--- src/rtl/btb_redirect_unit.sv ---
// Direct-mapped branch target buffer with fetch-time lookup, IF/ID/EX prediction tracking,
// EX-stage mispredict detection, registered fetch redirect and saturating mispredict count.
`ifndef ADDR_WIDTH
`define ADDR_WIDTH 32
`endif

module btb_redirect_unit #(
    parameter int BTB_ENTRIES = 64,
    parameter int BTB_IDX_W   = $clog2(BTB_ENTRIES),
    parameter int TAG_W       = `ADDR_WIDTH - BTB_IDX_W - 2
) (
    input  logic                   cpu_clk,
    input  logic                   cpu_rstn,
    input  logic [`ADDR_WIDTH-1:0] next_pc,
    input  logic [1:0]             predictor,
    input  logic                   if_advance,
    input  logic                   id_advance,
    input  logic                   ex_valid,
    input  logic                   ex_flush,
    input  logic                   branch_ex,
    input  logic                   branch_taken_ex,
    input  logic [`ADDR_WIDTH-1:0] branch_pc_ex,
    input  logic [`ADDR_WIDTH-1:0] branch_target_ex,
    output logic                   pred_taken,
    output logic [`ADDR_WIDTH-1:0] pred_target,
    output logic                   redirect_valid,
    output logic [`ADDR_WIDTH-1:0] redirect_pc,
    output logic [31:0]            mispredict_cnt
);

    localparam int AW = `ADDR_WIDTH;

    logic [BTB_ENTRIES-1:0] btb_valid;
    logic [TAG_W-1:0]       btb_tag    [BTB_ENTRIES];
    logic [AW-1:0]          btb_target [BTB_ENTRIES];

    logic [BTB_IDX_W-1:0] rd_idx;
    logic [TAG_W-1:0]     rd_tag;
    logic                 rd_hit;

    logic          rec_id_v;
    logic          rec_id_taken;
    logic [AW-1:0] rec_id_target;
    logic          rec_ex_v;
    logic          rec_ex_taken;
    logic [AW-1:0] rec_ex_target;

    logic                 ev;
    logic                 pt;
    logic                 mp;
    logic                 btb_wr;
    logic                 btb_inv;
    logic [BTB_IDX_W-1:0] ex_idx;
    logic [TAG_W-1:0]     ex_tag;
    logic [AW-1:0]        fix_pc;

    // Word-offset bits and the counter's hysteresis bit play no part here.
    logic unused_bits;
    assign unused_bits = ^{next_pc[1:0], branch_pc_ex[1:0], predictor[0]};

    assign rd_idx      = next_pc[BTB_IDX_W+1:2];
    assign rd_tag      = next_pc[AW-1:BTB_IDX_W+2];
    assign rd_hit      = btb_valid[rd_idx] && (btb_tag[rd_idx] == rd_tag);
    assign pred_taken  = rd_hit && predictor[1];
    assign pred_target = rd_hit ? btb_target[rd_idx] : '0;

    assign ev     = ex_valid && !ex_flush;
    assign pt     = rec_ex_v && rec_ex_taken;
    assign ex_idx = branch_pc_ex[BTB_IDX_W+1:2];
    assign ex_tag = branch_pc_ex[AW-1:BTB_IDX_W+2];

    always_comb begin
        mp = 1'b0;
        if (branch_ex) begin
            if (branch_taken_ex != pt)
                mp = 1'b1;
            else if (branch_taken_ex && pt && (branch_target_ex != rec_ex_target))
                mp = 1'b1;
        end else if (pt) begin
            mp = 1'b1;
        end
    end

    // A false hit has no meaningful direction, so only real taken branches leave the fall-through path.
    assign fix_pc  = (branch_ex && branch_taken_ex) ? branch_target_ex : branch_pc_ex + AW'(4);
    assign btb_wr  = ev && branch_ex && branch_taken_ex;
    assign btb_inv = ev && !branch_ex && pt;

    always_ff @(posedge cpu_clk or negedge cpu_rstn) begin
        if (!cpu_rstn) begin
            btb_valid <= '0;
        end else if (btb_wr) begin
            btb_valid[ex_idx] <= 1'b1;
        end else if (btb_inv) begin
            btb_valid[ex_idx] <= 1'b0;
        end
    end

    always_ff @(posedge cpu_clk) begin
        if (btb_wr) begin
            btb_tag[ex_idx]    <= ex_tag;
            btb_target[ex_idx] <= branch_target_ex;
        end
    end

    always_ff @(posedge cpu_clk or negedge cpu_rstn) begin
        if (!cpu_rstn) begin
            rec_id_v      <= 1'b0;
            rec_id_taken  <= 1'b0;
            rec_id_target <= '0;
            rec_ex_v      <= 1'b0;
            rec_ex_taken  <= 1'b0;
            rec_ex_target <= '0;
        end else if (ex_flush || (ev && mp)) begin
            rec_id_v <= 1'b0;
            rec_ex_v <= 1'b0;
        end else begin
            if (if_advance) begin
                rec_id_v      <= 1'b1;
                rec_id_taken  <= pred_taken;
                rec_id_target <= pred_target;
            end else if (id_advance) begin
                rec_id_v <= 1'b0;
            end
            if (id_advance) begin
                rec_ex_v      <= rec_id_v;
                rec_ex_taken  <= rec_id_taken;
                rec_ex_target <= rec_id_target;
            end
        end
    end

    always_ff @(posedge cpu_clk or negedge cpu_rstn) begin
        if (!cpu_rstn) begin
            redirect_valid <= 1'b0;
            redirect_pc    <= '0;
            mispredict_cnt <= '0;
        end else begin
            redirect_valid <= ev && mp;
            if (ev && mp) begin
                redirect_pc <= fix_pc;
                if (mispredict_cnt != 32'hFFFF_FFFF)
                    mispredict_cnt <= mispredict_cnt + 32'd1;
            end
        end
    end

endmodule

--- config.mk ---
export PLATFORM = sky130hd
export DESIGN_NAME = btb_redirect_unit
export DESIGN_NICKNAME = d
export VERILOG_FILES = /design/src/rtl/btb_redirect_unit.sv
export SDC_FILE = /design/constraint.sdc
export NUM_CORES = 2
export LEC_CHECK = 0
export CELL_PAD_IN_SITES_DETAIL_PLACEMENT = 0
export CELL_PAD_IN_SITES_GLOBAL_PLACEMENT = 2
export CORE_MARGIN = 3
export CORE_UTILIZATION = 47
export DETAILED_ROUTE_END_ITERATION = 16
export PLACE_DENSITY = 0.74
export SLEW_MARGIN = 10
export SYNTH_ARGS = -nofsm -noshare
export SYNTH_HDL_FRONTEND = slang
export SYNTH_SLANG_ARGS = --single-unit
export TNS_END_PERCENT = 5
--- constraint.sdc ---
create_clock -name cpu_clk -period 10.9 [get_ports cpu_clk]
set_input_delay 3.27 -clock cpu_clk [delete_from_list [all_inputs] [get_ports cpu_clk]]
set_output_delay 3.27 -clock cpu_clk [all_outputs]
set_load 0.1 [all_outputs]
# --- After elaboration in Yosys (flattened, before gate mapping) ---
# Memories as Yosys holds them, arrays and structs flattened.
# Index checks and enable logic that the tools add are counted.
word_totals:
  wordCells: 66
  reg_bits: 197
  output_inout_bits: 98
  inputBits: 106
  mem_bits_rw: 3584
  memories: 2
op_classes:
  magnitude_cmp: 3
  bitwise: 4
  addsub: 2
  mux: 19
  n_reduce_logical: 22
  eq_ne: 4
memory_table:
  columns: ["name", "depth", "width", "read_ports", "rd_clocked_by_memory_dff", "wr", "line", "text"]
  rows:
  - ["btb_target", 64, 32, 1, 0, 1, "35", "logic [AW-1:0] btb_target [BTB_ENTRIES];"]
  - ["btb_tag", 64, 24, 1, 0, 1, "34", "logic [TAG_W-1:0] btb_tag [BTB_ENTRIES];"]
op_table:
  columns: ["op", "n"]
  rows:
  - ["$mux W64", 2]
  - ["$and A64 B64 Y64", 1]
  - ["$mux W32", 2]
  - ["$not A64 Y64", 1]
  - ["$or A64 B64 Y64", 1]
  - ["$add A32 B1 Y32 const B", 1]
  - ["$add A32 B3 Y32 const B", 1]
  - ["$ne A32 B32 Y1", 1]
  - ["$ne A32 B32 Y1 const B", 1]
  - ["$eq A24 B24 Y1", 1]
  - ["$lt A6 B7 Y1 const B", 2]
  - ["$logic_and A1 B1 Y1", 13]
  - ["$mux W1", 13]
  - ["$bmux W1 S6", 1]
  - ["$demux W1 S6", 1]
  - ["$ge A6 B1 Y1 const B", 1]
  - ["$reduce_and A2 Y1", 3]
  - ["$reduce_bool A2 Y1", 2]
  - ["$reduce_bool A3 Y1", 1]
  - ["$logic_not A1 Y1", 2]
  - ["$logic_or A1 B1 Y1", 1]
  - ["$ne A1 B1 Y1", 1]
  - ["$not A1 Y1", 1]

# --- Depth between registers and ports, before layout ---
depth:
  word_depth: 10
  mapped_depth: 17
  mapped_depth_nobuf: 9

# --- Least setup slack after synthesis ---
# Ideal clock, no wire load.
synth_path:
  kind: "input port to output port"
  startpoint: "in next_pc[2]"
  endpoint: "out pred_target[15]"
  n_path_buf: 8
  stages: 16
  t_arrival_ns: 8.006
  t_required_ns: 7.630
  path_slack_ns: -0.376
  path_cell_list: "buf_6 buf_8 buf_6 buf_6 buf_2 buf_2 mux2i_1 o22ai_1 nor3_1 xor2_1 a21oi_1 nor4_1 nand3_1 buf_4 buf_4 nor3b_1"
synth_via:
  elab_chain_len: 4
  word_cells_on_any_way: 7
  cone_classes: "1 x eq/ne; 3 x mux; 1 x reduce/logical; 2 x memory"
synth_lines:
  columns: ["element", "line", "text"]
  rows:
  - ["start, declared", "14", "input logic [`ADDR_WIDTH-1:0] next_pc,"]
  - ["$mem_v2 Z64 W24 / $bmux W1 S6 (equally long branches)", null, null]
  - ["$eq A24 B24 Y1 / $mux W1 (equally long branches)", "63", "assign rd_hit = btb_valid[rd_idx] && (btb_tag[rd_idx] == rd_tag);"]
  - ["$logic_and A1 B1 Y1", "63", null]
  - ["$mux W32 (*)", "65", "assign pred_target = rd_hit ? btb_target[rd_idx] : '0;"]
  - ["end, declared", "25", "output logic [`ADDR_WIDTH-1:0] pred_target,"]
# Every way passes the cells marked *; elsewhere a longest branch is shown, timed or not. The select of a mux whose other input is x is not followed.

# --- Worst setup path after layout ---
layout_path:
  startpoint: "in next_pc[5]"
  endpoint: "out pred_target[27]"
# The elaborated chain is that of the path after synthesis.

==> run_results.csv <==
group,metric,value,unit
synth,yosys_warnings,0,
synth,dominantRegCellSynth,"edfxtp_1",
clocking,ctsHtreeMaxLevel,5,
sta,relSlewSlack,10.0,%
detailed_routing,drt-pass1-iter-count,6,
run,maxCapViolations,0,
clocking,worstSkewPairLatency,0.94,ns
global_routing,grt_max_degree,95,
detailed_routing,via_count,75700,
clocking,clockRootBuffer,"clkbuf_16",
place,gp_congestion,0.810,
clocking,cts.sinks,3781,
synth,synth_seq_cells,3781,
clocking,cts_tree,"done",
min_path,whs_path_depth,2,
sta,setup_slack,0.153,ns
synth,synthDominantCellAreaShare,73.3,%
cells_and_area,fin_cells,11700,
critical_path,worst_path_most_repeated_cell,"buf_4",
sta,tightest_slew,1.35,ns
synth,postSynthNetCount,6777,
global_routing,grt_pass1_wl,614000,um
critical_path,critPathLaunchType,"input pin",
power_and_ir_drop,finalPower,30.7,mW
floorplan,core_area,310000,sq um
floorplan,num_rows,204,
sta,hold_viol_final,0,
min_path,worst_hold_path_type,"flop to flop",
global_routing,gr-total-overflow,0,
synth,synthArstFlopShare,5.21,%
sta,setup_viol,0,
sta,holdWs,0.476,ns
sta,rsz0062_at_grt,"false",
synth,synthTopCellsByArea,"edfxtp_1 73%, mux4_2 15%, dfrtp_1 3.4%",
clocking,cts.reportedPaths.clkPinSlew,0.06,ns
clocking,ctsHoldBuffers,0,
detailed_routing,post_drt_wl_per_cell,38.1,um
critical_path,r2r_setup_slack,6.54,ns
cells_and_area,layout-drive-gt1-share,28.8,%
sta,period_needed,10.75,ns
critical_path,critPathTopFamily,"buffers and inverters",
sta,fin_crit_sh,98.6,%
min_path,hold-path-endpoint,"rec_id_target[2]$_DFFE_PN0P_",
synth,synth_cells,6668,
place,port_buffers,200,
global_routing,grt_usage,27.9,%
place,dpl_worst_slack,-0.252,ns
detailed_routing,viasPerCell,6.46,
detailed_routing,drt-total-wl,446000,um
synth,syn-mean-instance-area,22.0,sq um
power_and_ir_drop,p_per_area,182,nW/um^2
place,dpl_cell_area,157000,sq um
sta,fmax,93.1,MHz
critical_path,worst_ep_arrival_time,7.48,ns
floorplan,die_w,565,um
min_path,min-delay-start,"rec_id_target[2]$_DFFE_PN0P_",
cells_and_area,area_growth,14.8,%
power_and_ir_drop,total_leakage_power,54.0,nW
floorplan,start_util,47.4,%
critical_path,crit_fanout,55,
place,dpl.cell_count,11000,
floorplan,dieArea,319000,sq um
floorplan,fp.dieH,565,um
synth,synth_top_area_cell,"edfxtp_1",
sta,drv_slew,0,
synth,synth_cell_types,69,
critical_path,timing.rr.start,"rec_ex_target[11]$_DFFE_PN0P_",
sta,finClkSkew,0.0441,ns
cells_and_area,fillers,23400,
detailed_routing,drt_iter0_drc,10800,
clocking,cts_made_buffers,382,
detailed_routing,drcViolationCount,0,
critical_path,max_stage_delay,0.59,ns
critical_path,path_cells,"buf_6 -> buf_4 -> mux2_2 -> a22o_1 -> a22oi_1 -> nand3_1 -> nand4_1 -> xnor2_1 -> nor4_4 -> buf_4 -> nand3_4 -> buf_12 -> nor3b_1 -> buf_4 -> buf_12",
critical_path,r2r_end,"rec_ex_target[11]$_DFFE_PN0P_",
detailed_routing,postRouteAntennaNets,0,
critical_path,path_buf_inv,6,
power_and_ir_drop,peakVddDrop,138,uV
synth,ys_seq_area_share,76.7,%
global_routing,antenna_found_initial,11,
synth,synth_enable_flop_cells,3584,
critical_path,required,7.63,ns
place,hpwlAfterDp,243000,um
critical_path,cp-end-kind,"output pin",
critical_path,cpMaxStageDelayCell,"nor4_4",
cells_and_area,final_nets,7396,
floorplan,ioPinCount,204,
run_status,status,"finished clean",
cells_and_area,fin_area,169000,sq um
clocking,cts_buffer_depth,4,
synth,syn_area,147000,sq um
critical_path,worstSetupPathType,"input pin to output pin",
critical_path,reg2reg_depth,10,
global_routing,grt_pass1_vias,74700,
critical_path,path_depth,15,
kinds of logic after synthesis:
kind of cell               count (synthesis)  synth area share [%]
DFF                                     3781                  76.7
and+or+nand+nor                          655                  2.18
xor gates and xnor gates                 107                 0.638
buffers and inverters                    381                  1.33
adders and majority gates                  3                0.0256
AOI/OAI and AO/OA                        507                  2.26
muxes                                   1234                  16.9
sequential cells by signal (all words and copies together), names as in the netlist, 32 cells and up, named ones only:
signal and flops:
rec_id_target 32, rec_ex_target 32, btb_target 2048, btb_tag 1536, redirect_pc 32, mispredict_cnt 32
report_power, final:
part | internal [mW] | switching (mW) | total, mW
combinational | 0.651 | 1.23 | 1.89
clock | 7.26 | 5.51 | 12.8
sequential | 16.0 | 0.0368 | 16.0
through the flow:
stage	TNS (ns)	util (%)
3_5_place_dp	-6.03	50.5
3_3_place_gp	-5.08	50.5
2_1_floorplan	-6.06	-
6_report	0	54.4
4_1_cts	0	54.4
5_1_grt	0	54.4
area by class of cell:
class                           instances  area, sq um  share of cell area (%)
Inverter                               14         56.3                  0.0334
Sequential cell                      3781       113000                    66.8
Tap cell                             4120         5150                    3.06
Multi-Input combinational cell       2506        32900                    19.5
Timing Repair Buffer                  602         5910                    3.51
Clock inverter                        218         1950                    1.16
Antenna cell                            8         20.0                  0.0119
Clock buffer                          470        10100                    5.98
routing by layer:
layer	vias up	global-route usage [%]	wire, um
li1	29400	-	-
met1	41200	39.5	172000
met2	4222	44.1	213000
met3	834	4.49	41500
met4	2	10.8	19600
met5	-	0	13
synthesized netlist by cell type (all sizes together) (42+ instances only):
library cell	number
nor2	134
o21ai	202
mux2	52
a22oi	80
dfrtp	197
xor2	71
mux4	991
edfxtp	3584
buf	218
mux2i	191
nand2	223
a21oi	42
nand3	78
clkbuf	149
worst max path at each step:
| stage | from | endpoint | slack, ns |
|---|---|---|---|
| after floorplan | next_pc[2] | pred_target[15] | -0.38 |
| after global placement | next_pc[2] | pred_target[19] | -0.19 |
| after detailed placement | next_pc[2] | pred_target[27] | -0.25 |
| after CTS | next_pc[2] | pred_target[27] | 0.12 |
| after global routing | next_pc[2] | pred_target[27] | 0.03 |
| final | next_pc[5] | pred_target[27] | 0.15 |
timing repair:
action,4_1_cts,5_1_grt
endpoints found under the setup margin,33,14
hold endpoints to repair,0,0
setup buffers,0,0
gates resized for setup,1,2
cells in the final DEF, fill, tap and decap left out, types with 26 or more instances in the layout:
master,Yosys,final
clkbuf_1,149,77
nand2_1,223,222
edfxtp_1,3584,3584
mux4_2,991,991
nand3_1,78,77
dfrtp_1,197,197
mux2_2,52,52
clkinv_2,0,68
bufinv_16,0,29
mux2i_1,191,191
clkinv_1,1,85
clkbuf_16,0,390
nor2_4,0,64
buf_4,35,340
o21ai_0,201,201
buf_2,118,55
clkdlybuf4s50_1,0,104
a22oi_1,80,80
nor3_1,32,32
a21oi_1,42,42
xor2_1,71,71
xnor2_1,36,36
buf_12,0,97
nand4_1,26,26
o22ai_1,39,39
nor2_1,134,67
tightest hold or removal path: cells and delay by family (launching register included):
kind	cells	cell delay [ns]
flops	1	0.34
simple gates	1	0.05
compound gates	1	0.05
Note: power is estimated with default switching activity, not from simulation.
